===== config.mk =====
export PLATFORM = sky130hd
export DESIGN_NAME = lfsr_step_ctrl
export DESIGN_NICKNAME = d
export VERILOG_FILES = /design/src/rtl/lfsr_step_ctrl.sv
export SDC_FILE = /design/constraint.sdc
export NUM_CORES = 1
export LEC_CHECK = 0
export ABC_AREA = 1
export BUFFER_PORTS_ARGS = -buffer_cell sky130_fd_sc_hd__buf_2
export CORE_MARGIN = 2
export CORE_UTILIZATION = 40
export DETAILED_ROUTE_END_ITERATION = 16
export GPL_TIMING_DRIVEN = 0
export PLACE_DENSITY = 0.57
export SLEW_MARGIN = 40
export SYNTH_ARGS = -nofsm -noshare
export SYNTH_HDL_FRONTEND = slang
export SYNTH_SLANG_ARGS = --single-unit

===== constraint.sdc =====
create_clock -name clk -period 2.9 [get_ports clk]
set_input_delay 0.58 -clock clk [delete_from_list [all_inputs] [get_ports clk]]
set_output_delay 0.58 -clock clk [all_outputs]
set_load 0.02 [all_outputs]

===== src/rtl/lfsr_step_ctrl.sv =====
// Pacing controller for the 8-bit LFSR display: debounced run/step/speed keys
// drive a RUNNING/PAUSED FSM and a rate-scaled divider that emits a one-cycle tick.
module lfsr_step_ctrl #(
  parameter int DIV_COUNT = 50000000,
  parameter int DEB_COUNT = 1000000
) (
  input  logic       clk,
  input  logic       rst_n,
  input  logic       key_run,
  input  logic       key_step,
  input  logic       key_speed,
  output logic       tick,
  output logic       running,
  output logic [1:0] speed,
  output logic [7:0] tick_count
);

  localparam int DIV_W = $clog2(DIV_COUNT);
  localparam int DEB_W = $clog2(DEB_COUNT);
  localparam logic [DEB_W-1:0] DEB_LAST = DEB_W'(DEB_COUNT - 1);

  localparam int K_RUN   = 0;
  localparam int K_STEP  = 1;
  localparam int K_SPEED = 2;

  typedef enum logic {
    ST_PAUSED  = 1'b0,
    ST_RUNNING = 1'b1
  } state_e;

  // ---------------- key conditioning ----------------
  logic [2:0]       key_raw;
  logic [2:0]       sync1_q, sync2_q;
  logic [2:0]       deb_q, deb_d;
  logic [2:0]       press_q, press_d;
  logic [DEB_W-1:0] deb_cnt_q [3];
  logic [DEB_W-1:0] deb_cnt_d [3];

  assign key_raw = {key_speed, key_step, key_run};

  always_comb begin
    for (int k = 0; k < 3; k++) begin
      // NOTE: every output gets a default before any branch, so no path leaves a latch behind.
      deb_d[k]     = deb_q[k];
      deb_cnt_d[k] = '0;
      press_d[k]   = 1'b0;
      if (sync2_q[k] != deb_q[k]) begin
        if (deb_cnt_q[k] == DEB_LAST) begin
          deb_d[k]   = sync2_q[k];
          press_d[k] = ~sync2_q[k];
        end else begin
          deb_cnt_d[k] = deb_cnt_q[k] + 1'b1;
        end
      end
    end
  end

  always_ff @(posedge clk) begin
    // NOTE: non-blocking assignments here so every flop samples pre-edge values, as the hardware does.
    if (!rst_n) begin
      sync1_q <= '1;
      sync2_q <= '1;
      deb_q   <= '1;
      press_q <= '0;
      // NOTE: this small counter array is plain flops, so it is reset like any other state.
      for (int k = 0; k < 3; k++) deb_cnt_q[k] <= '0;
    end else begin
      sync1_q <= key_raw;
      sync2_q <= sync1_q;
      deb_q   <= deb_d;
      press_q <= press_d;
      for (int k = 0; k < 3; k++) deb_cnt_q[k] <= deb_cnt_d[k];
    end
  end

  // ---------------- FSM, divider, speed ----------------
  logic             run_ev, step_ev, speed_ev;
  state_e           state_q, state_d;
  logic [DIV_W-1:0] div_q, div_d, last_v;
  logic [1:0]       speed_q, speed_d;
  logic             tick_q, tick_d;
  logic [7:0]       tick_count_q, tick_count_d;

  assign run_ev   = press_q[K_RUN];
  assign step_ev  = press_q[K_STEP];
  assign speed_ev = press_q[K_SPEED];

  always_comb begin
    last_v = DIV_W'(DIV_COUNT - 1);
    case (speed_q)
      2'd1:    last_v = DIV_W'((DIV_COUNT >> 1) - 1);
      2'd2:    last_v = DIV_W'((DIV_COUNT >> 2) - 1);
      2'd3:    last_v = DIV_W'((DIV_COUNT >> 3) - 1);
      default: last_v = DIV_W'(DIV_COUNT - 1);
    endcase
  end

  always_comb begin
    state_d = state_q;
    div_d   = div_q;
    speed_d = speed_q;
    tick_d  = 1'b0;

    if (state_q == ST_RUNNING) begin
      if (div_q == last_v) begin
        div_d  = '0;
        tick_d = 1'b1;
      end else begin
        div_d = div_q + 1'b1;
      end
    end else begin
      div_d = '0;
      // A run press in the same cycle takes priority and swallows the step.
      if (step_ev && !run_ev) tick_d = 1'b1;
    end

    if (run_ev) begin
      state_d = (state_q == ST_RUNNING) ? ST_PAUSED : ST_RUNNING;
      div_d   = '0;
    end

    if (speed_ev) begin
      speed_d = speed_q + 2'd1;
      div_d   = '0;
    end

    tick_count_d = tick_count_q + {7'd0, tick_d};
  end

  always_ff @(posedge clk) begin
    if (!rst_n) begin
      state_q      <= ST_RUNNING;
      div_q        <= '0;
      speed_q      <= '0;
      tick_q       <= 1'b0;
      tick_count_q <= '0;
    end else begin
      state_q      <= state_d;
      div_q        <= div_d;
      speed_q      <= speed_d;
      tick_q       <= tick_d;
      tick_count_q <= tick_count_d;
    end
  end

  assign tick       = tick_q;
  assign running    = (state_q == ST_RUNNING);
  assign speed      = speed_q;
  assign tick_count = tick_count_q;

endmodule

# After elaboration in Yosys (flattened, before gate mapping)

Memory sizes are Yosys's and may differ from the RTL's.
Cells that the tools add are included.

Flip-flop bits (word level): 50
Bits in writable memories: 60
Input port bits: 5
Output and inout port bits: 12
Logic and storage cells: 63
Memories: 1

Add/subtract/negate cells: 6
Equality and inequality tests: 10
Muxes and demuxes: 16
Bitwise operators: 8
Reductions and logical operators: 9

Memory list:

| name      | depth | width | rd ports | clocked after memory_dff | write ports | line | RTL |
|---|---|---|---|---|---|---|---|
| deb_cnt_q | 3     | 20    | 3        | 0                        | 3           | 36   | `logic [DEB_W-1:0] deb_cnt_q [3];` |

Operators with widths:

| cell                                           | number |
|---|---|
| 2-to-1 mux 20 bit                              | 9 |
| one-hot mux 26 bit (3 select lines)            | 1 |
| adder 20 x 1 -> 20 bit (second input constant) | 3 |
| == test 20 bit (second input constant)         | 3 |
| adder 26 x 1 -> 26 bit (second input constant) | 1 |
| == test 26 bit                                 | 1 |
| AND reduction 3 bit                            | 3 |
| adder 8 x 1 -> 8 bit                           | 1 |
| 2-to-1 mux 1 bit                               | 6 |
| AND reduction 2 bit                            | 3 |
| NOT 1 bit                                      | 5 |
| OR reduction 5 bit                             | 1 |
| == test 2 bit (second input constant)          | 2 |
| inequality test 1 bit                          | 3 |
| OR 1 bit                                       | 3 |
| adder 2 x 1 -> 2 bit (second input constant)   | 1 |
| == test 2 x 1 -> 1 bit (second input constant) | 1 |
| logical AND 1 bit                              | 1 |
| logical NOT 1 bit                              | 1 |

# Longest topological paths before layout

Gate-level depths: netlist of the first run.

Word-level depth: 6
Depth in mapped cells: 18
Depth with buffers taken out: 18

# Worst setup path after synthesis of the first run

Ideal clock, no wire load.

Path type: register -> register
Start point: reg speed_q[0], in the netlist speed[0]
End point: reg tick_count_q[6], in the netlist tick_count[6]
Setup time: 119 ps
Arrival time: 2339 ps
Required time: 2781 ps
Path slack: 442 ps
Cell stages (with the launch flop): 19
Path buffers: 0
Clock period less this slack: 2458 ps
Cells stage by stage: dfxtp_1 -> inv_1 -> ha_1 -> nand2_1 -> inv_1 -> nor2_1 -> nand2_1 -> nor2_1 -> nand2_1 -> nor2_1 -> nand3_1 -> nand2_1 -> ha_1 -> ha_1 -> nand2_1 -> nor2_1 -> nand3_1 -> o21ai_0 -> a21oi_1

Longest elaborated chain between the ends: 6
Elaborated cells between the ends (all ways): 8

RTL lines:

| item                                                           | line | RTL |
|---|---|---|
| from (decl)                                                    | 80   | `logic [1:0] speed_q, speed_d;` |
| from (signal assigned)                                         | 140  | `speed_q <= speed_d;` |
| == test 2 bit / == test 2 x 1 -> 1 bit (equally long branches) | 90   | `case (speed_q)` |
| one-hot mux 26 bit (3 select lines) *                          | 90   |  |
| == test 26 bit *                                               | 105  | `if (div_q == last_v) begin` |
| 2-to-1 mux 1 bit *                                             | 105  |  |
| 2-to-1 mux 1 bit *                                             | 104  | `if (state_q == ST_RUNNING) begin` |
| net tick_d                                                     | 81   | `logic tick_q, tick_d;` |
| adder 8 x 1 -> 8 bit *                                         | 127  | `tick_count_d = tick_count_q + {7'd0, tick_d};` |
| to (signal assigned)                                           | 142  | `tick_count_q <= tick_count_d;` |
| to (decl)                                                      | 82   | `logic [7:0] tick_count_q, tick_count_d;` |

The timed path passes the listed nets; every way through them passes the cells marked *.
A chain may end at the register's enable or synchronous reset.

# Final worst setup path of the first run

Start point: reg speed_q[1], in the netlist speed[1]
End point: reg tick_count_q[6], in the netlist tick_count[6]

The elaborated chain is that of the path after synthesis.

==> impl_metrics.json, run 1 <==
{
  "status": "finished clean",
  "slew_headroom_pct": 67.1,
  "area_growth_pct": 11.2,
  "min-delay-start": "key_speed",
  "via_count": 4477,
  "fmax_mhz": 394,
  "postRouteWirelength_um": 10800,
  "grt_pass1_vias": 4251,
  "slowest_stage": "dfxtp_2",
  "grt_first_pass_wirelength_um": 18900,
  "hold_class": "in2reg",
  "setup_viol": 0,
  "worstHoldPathCells": 2,
  "avgSynthCellArea_um2": 7.15,
  "power_density_nw_per_um2": 471,
  "drcViolationCount": 0,
  "die_h_um": 120,
  "crit_path_end_kind": "flip-flop",
  "grt.overflow.total": 0,
  "clock_sinks": 110,
  "grt_start_max_net_pins": 18,
  "cts_tree": "yes",
  "start_util_pct": 40.7,
  "slew_violations": 0,
  "worst_ep_arrival_time_ps": 2780,
  "pre_cts_ws_ps": 187,
  "drt_iter0_drc": 213,
  "io_pins": 17,
  "dp_hpwl_um": 8230,
  "yosys.area_share.simple_pct": 35.4,
  "timing_hold_violations_final": 0,
  "synth_adder_area_share_pct": 3.03,
  "dpl_cell_area_um2": 5670,
  "htree_levels": 3,
  "ctsHoldBuffers": 0,
  "cts_max_path_buffers": 2,
  "firstDrtPassIters": 4,
  "hold_end": "sync1_q[2]",
  "place_congestion": 0.870,
  "setup-tns-final_ps": 0,
  "required_ps": 3140,
  "start_kind": "flip-flop",
  "path_clk_slew_ps": 70,
  "worstPathMaxFanout": 7,
  "synth-seq-cells": 110,
  "syn_inst": 751,
  "path_buf_inv": 2,
  "min_period_ps": 2540,
  "synth_cell_type_count": 33,
  "diodes": 0,
  "path_delay_family": "simple AND/OR/NAND/NOR gates",
  "dieArea_um2": 14400,
  "cts_repair_resize_count": 0,
  "core-area_um2": 13200,
  "synth_top_family_by_area": "simple AND/OR/NAND/NOR gates",
  "synth_compound_area_share_pct": 4.54,
  "nets": 796,
  "cap_viol_max_count": 0,
  "worstRegToRegCells": 18,
  "timing.rr.start": "speed[1]",
  "syn_area_um2": 5370,
  "synth_mux_area_share_pct": 0,
  "p_leak_nw": 2.16,
  "portBuffers": 16,
  "period_share_pct": 87.5,
  "syn_nets": 769,
  "tightestPinTransition_ps": 494,
  "r2r-end": "tick_count[6]",
  "cp_cell_sequence": "inv_1 > ha_1 > nand2_1 > inv_1 > nor2_1 > nand2_1 > nor2_1 > nand2_1 > nor2_1 > nand3_1 > nand2_1 > ha_1 > ha_1 > nand2_1 > nor2_1 > nand3_1 > o21ai_0 > a21oi_1",
  "clock_skew_ps": 5.78,
  "ys_seq_area_share_pct": 41.0,
  "synth_edf_count": 0,
  "grt_setup_unrepaired": "no",
  "yosysWarnings": 0,
  "clk_latency_ps": 350,
  "layout_setup_ws_ps": 362,
  "post_drt_wl_per_cell_um": 11.2,
  "ir_drop_v": 0.000540,
  "post_cts_buffers": 0,
  "critical_path_class": "reg2reg",
  "antenna_found_initial": 0,
  "final_area_um2": 5970,
  "async_flop_share_pct": 0,
  "synth-xor-area-share_pct": 7.67,
  "globalRouteTotalUtil_pct": 16.3,
  "die_w_um": 120,
  "drtAntennaViolNets": 0,
  "cts-root-buf": "clkbuf_16",
  "drive_above_1_share_pct": 9.20,
  "row_count": 42,
  "drt-vias-per-instance": 4.67,
  "reg2reg_slack_ps": 360,
  "slowest_delay_ps": 400,
  "ys.flop_type": "dfxtp_1",
  "critPathMostFrequentCell": "nand2_1",
  "cts_inserted_buffers": 9
}
==> cell families (layout without fill, tap and decap cells) <==
| group | Yosys count | count (layout) |
|---|---|---|
| AOI/OAI and AO/OA | 47 | 47 |
| xor gates and xnor gates | 47 | 47 |
| adders and majority gates | 13 | 13 |
| buffers and inverters | 108 | 140 |
| DFF | 110 | 110 |
| and+or+nand+nor | 426 | 426 |
==> cells in the final DEF (no fill, tap or decap), drive strengths merged, types with 23 or more instances in the layout <==
master,synthesis,final
a21oi,33,33
nor3,34,34
xor2,33,33
nand4,23,23
nand2,162,162
inv,97,97
buf,8,24
dfxtp,110,110
nand3,39,39
nor2,148,148
==> worst register-to-register path: cells and delay by family, from the launching register on <==
| family | cells | cell delay [ps] |
|---|---|---|
| AO/OA/AOI/OAI | 2 | 210 |
| adder cells (fa/ha/maj) | 3 | 620 |
| buffers and inverters | 2 | 160 |
| flip-flops | 1 | 400 |
| AND/OR/NAND/NOR | 11 | 1040 |
==> how the worst max path moves through the flow <==
stage          startpoint             to  slack, ps  cells after the start
5_1_grt          speed[1]  tick_count[6]         10                     18
3_5_place_dp     speed[1]  tick_count[6]        190                     18
2_1_floorplan    speed[0]  tick_count[6]        440                     18
3_3_place_gp     speed[1]  tick_count[6]        210                     18
4_1_cts          speed[1]  tick_count[6]        190                     18
6_report         speed[1]  tick_count[6]        360                     18
==> layer usage <==
layer  up-vias  track usage [%]  share of wire, %
li1       2423                -                 -
met1      1998             19.9                47
met2        48             28.1                47
met3         8             4.80               4.4
met4         0             4.19              0.96
met5         -                0                 0
==> synthesized netlist by cell type (4+ instances only) <==
master / n / area (um2)
a21oi_1: 32 / 160
ha_1: 13 / 163
xor2_1: 33 / 289
inv_1: 93 / 349
nand3_1: 35 / 175
nor2_2: 4 / 25.0
dfxtp_1: 110 / 2200
nand2_1: 159 / 597
nor3_1: 31 / 155
nand3_2: 4 / 40.0
xnor2_1: 14 / 123
or2_2: 7 / 43.8
buf_6: 5 / 56.3
o21ai_0: 11 / 55.1
nand4_1: 23 / 144
inv_2: 4 / 15.0
nor2_1: 142 / 533
==> power by group <==
group	switching, mW	internal (mW)	leakage [nW]
Clock	0.555	0.690	0.148
Combinational	0.0275	0.0171	1.12
Sequential	0.00513	1.52	0.889
==> registers in the layout, indices dropped and copies added, names as in the netlist <==
register	count
deb_q	3
sync2_q	3
press_q	3
speed	2
div_q	26
deb_cnt_q	60
tick	1
tick_count	8
sync1_q	3
running	1
==> final cells by class <==
cell class,count,area (um2)
Buffer,11,83.8
Clock buffer,10,239
Clock inverter,6,61.3
Fill cell,1377,7220
Inverter,97,364
Multi-Input combinational cell,533,2720
Sequential cell,110,2200
Tap cell,176,220
Timing Repair Buffer,16,80.1
==> per-stage QoR <==
stage                     total power [mW]  utilization [%]  hold WS (ps)  instances
after floorplan                       1.59                -           393        751
after global placement                1.60             43.0           394        943
after detailed placement              1.60             43.0           400        943
after CTS                             2.86             45.3           395        959
after global routing                  2.92             45.3           399        959
final                                 2.81             45.3           410        959
Note: power is estimated with default switching activity, not from simulation.
==> run 2: changes to the inputs <==
- CELL_PAD_IN_SITES_DETAIL_PLACEMENT: default -> 0
- CELL_PAD_IN_SITES_GLOBAL_PLACEMENT: default -> 1
- CORE_UTILIZATION: 40 -> 45
- GPL_ROUTABILITY_DRIVEN: default -> 1
- PLACE_DENSITY: 0.57 -> 0.81
==> run 2 against run 1 <==
  * The flow now finishes with violations (DRC)
  * Worst hold slack got worse by 1.4 ps
  * Clock power barely moved
  * Critical path depth is the same
  * Sequential power is essentially flat
  * Via count is 1.9% higher
  * Maximum frequency rose by 0.59%
  * Clock skew grew 1.2 ps
  * Setup slack improved by 15 ps
  * Power increased by 0.11%
  * Critical endpoint unchanged
==> impl_metrics.json, run 2 (same netlist as run 1, synthesis figures left out) <==
{
  "area_growth_pct": 10.6,
  "grt_setup_unrepaired": "no",
  "antenna_found_initial": 0,
  "final_common_cell": "nand2_1",
  "crit_path_end_kind": "flip-flop",
  "worst_ep_arrival_time_ps": 2760,
  "timing_hold_violations_final": 0,
  "cts_inserted_buffers": 9,
  "dp_cells": 910,
  "drt-vias-per-instance": 4.93,
  "violations": "DRC",
  "switchingPower_mw": 0.586,
  "clk_latency_ps": 350,
  "fin_cells": 925,
  "largest_reg_flops": 60,
  "drcViolationCount": 1,
  "grt_start_max_net_pins": 18,
  "drtAntennaViolNets": 0,
  "die_w_um": 113,
  "critical_path_class": "reg2reg",
  "largest-register": "deb_cnt_q",
  "worstPathMaxFanout": 6,
  "whs_ps": 409,
  "grt.overflow.total": 0,
  "tightestPinTransition_ps": 452,
  "start_util_pct": 46.6,
  "path_clk_slew_ps": 70,
  "power_density_nw_per_um2": 474,
  "postRouteWirelength_um": 11000,
  "cts-root-buf": "clkbuf_16",
  "required_ps": 3140,
  "setup_viol": 0,
  "power_mw": 2.82,
  "fmax_mhz": 396,
  "reg2reg_slack_ps": 380,
  "cts_max_path_buffers": 2,
  "cts_tree": "yes",
  "combPwrFrac_pct": 1.6,
  "hold_end": "sync1_q[1]",
  "period_share_pct": 87.0,
  "portBuffers": 16,
  "slew_violations": 0,
  "core-area_um2": 11500,
  "switching_share_pct": 20.8,
  "globalRouteTotalUtil_pct": 18.6,
  "regArea_um2": 2210,
  "clock_skew_ps": 6.93,
  "nets": 796,
  "dp_hpwl_um": 8430,
  "min-delay-start": "key_step",
  "ctsHoldBuffers": 0,
  "most-common-layout-cells": "nand2_1 (159), nor2_1 (140), dfxtp_1 (108)",
  "post_drt_wl_per_cell_um": 11.9,
  "ir_drop_v": 0.000414,
  "r2r-end": "tick_count[6]",
  "start_kind": "flip-flop",
  "hold_class": "in2reg",
  "post_cts_buffers": 0,
  "p_leak_nw": 2.16,
  "pwr-share-seq_pct": 54.0,
  "drive_above_1_share_pct": 9.21,
  "min_period_ps": 2520,
  "cts_repair_resize_count": 0,
  "pre_cts_ws_ps": 166,
  "timing.rr.start": "speed[0]",
  "via_count": 4563,
  "grt_first_pass_wirelength_um": 19500,
  "dieArea_um2": 12800,
  "diodes": 0,
  "cap_viol_max_count": 0,
  "row_count": 39,
  "htree_levels": 3,
  "setup-tns-final_ps": 0,
  "place_congestion": 0.866,
  "firstDrtPassIters": 11,
  "status": "finished, violations left",
  "grt_pass1_vias": 4369,
  "io_pins": 17,
  "multiInputGateArea_um2": 2720,
  "worstHoldPathCells": 2,
  "p_int_mw": 2.23,
  "pwr-share-clk_pct": 44.4,
  "drt_iter0_drc": 215,
  "layout_setup_ws_ps": 376,
  "clock_sinks": 110,
  "die_h_um": 113,
  "slew_headroom_pct": 69.9,
  "worstRegToRegCells": 18,
  "nFillCells": 1144
}
==> run 2: worst max-delay path by stage <==
stage / start / end / cells past startpoint
CTS: speed[0] / tick_count[6] / 18
detailed placement: speed[0] / tick_count[6] / 18
global placement: speed[0] / tick_count[6] / 18
floorplan: speed[0] / tick_count[6] / 18
global route: speed[0] / tick_count[7] / 18
finish: speed[0] / tick_count[6] / 18
==> run 2: power groups by stage <==
stage / clock network (mW) / registers (mW) / logic (mW)
floorplan: 0 / 1.56 / 0.0329
global placement: 0 / 1.56 / 0.0464
detailed placement: 0 / 1.56 / 0.0473
CTS: 1.31 / 1.52 / 0.0477
global route: 1.36 / 1.52 / 0.0527
finish: 1.25 / 1.52 / 0.0457
==> run 2: per-layer routing <==
layer  global-route usage [%]  vias up  wire length [um]
met4                     5.77        0               184
met3                     5.78       14               387
met2                     30.5       49              5140
met5                        0        -                 0
li1                         -     2417                 -
met1                     23.5     2083              5260
==> run 2: metrics by stage <==
step           utilization [%]  area [um2]
4_1_cts                   51.5        5930
3_5_place_dp              48.9        5630
5_1_grt                   51.6        5940
2_1_floorplan                -        5370
6_report                  51.6        5940
3_3_place_gp              48.9        5630
==> run 2: area by class of cell <==
type | instances | share of cell area (%)
multi-input cells | 533 | 45.9
flip-flops and latches | 110 | 37.2
inverters | 97 | 6.13
clock buffers | 11 | 4.09
well taps | 143 | 3.01
plain buffers | 11 | 1.41
repair buffers | 16 | 1.35
clock inverters | 4 | 0.927
==> run 2: critical path: stages, from the launching register on <==
cell and delay (ps):
dfxtp_4 390, inv_1 100, ha_1 270, nand2_1 90
inv_1 40, nor2_1 80, nand2_1 60, nor2_1 110
nand2_1 70, nor2_1 120, nand3_1 120, nand2_1 100
ha_1 200, ha_1 180, nand2_1 90, nor2_2 130
nand3_1 90, o21ai_0 150, a21oi_1 50
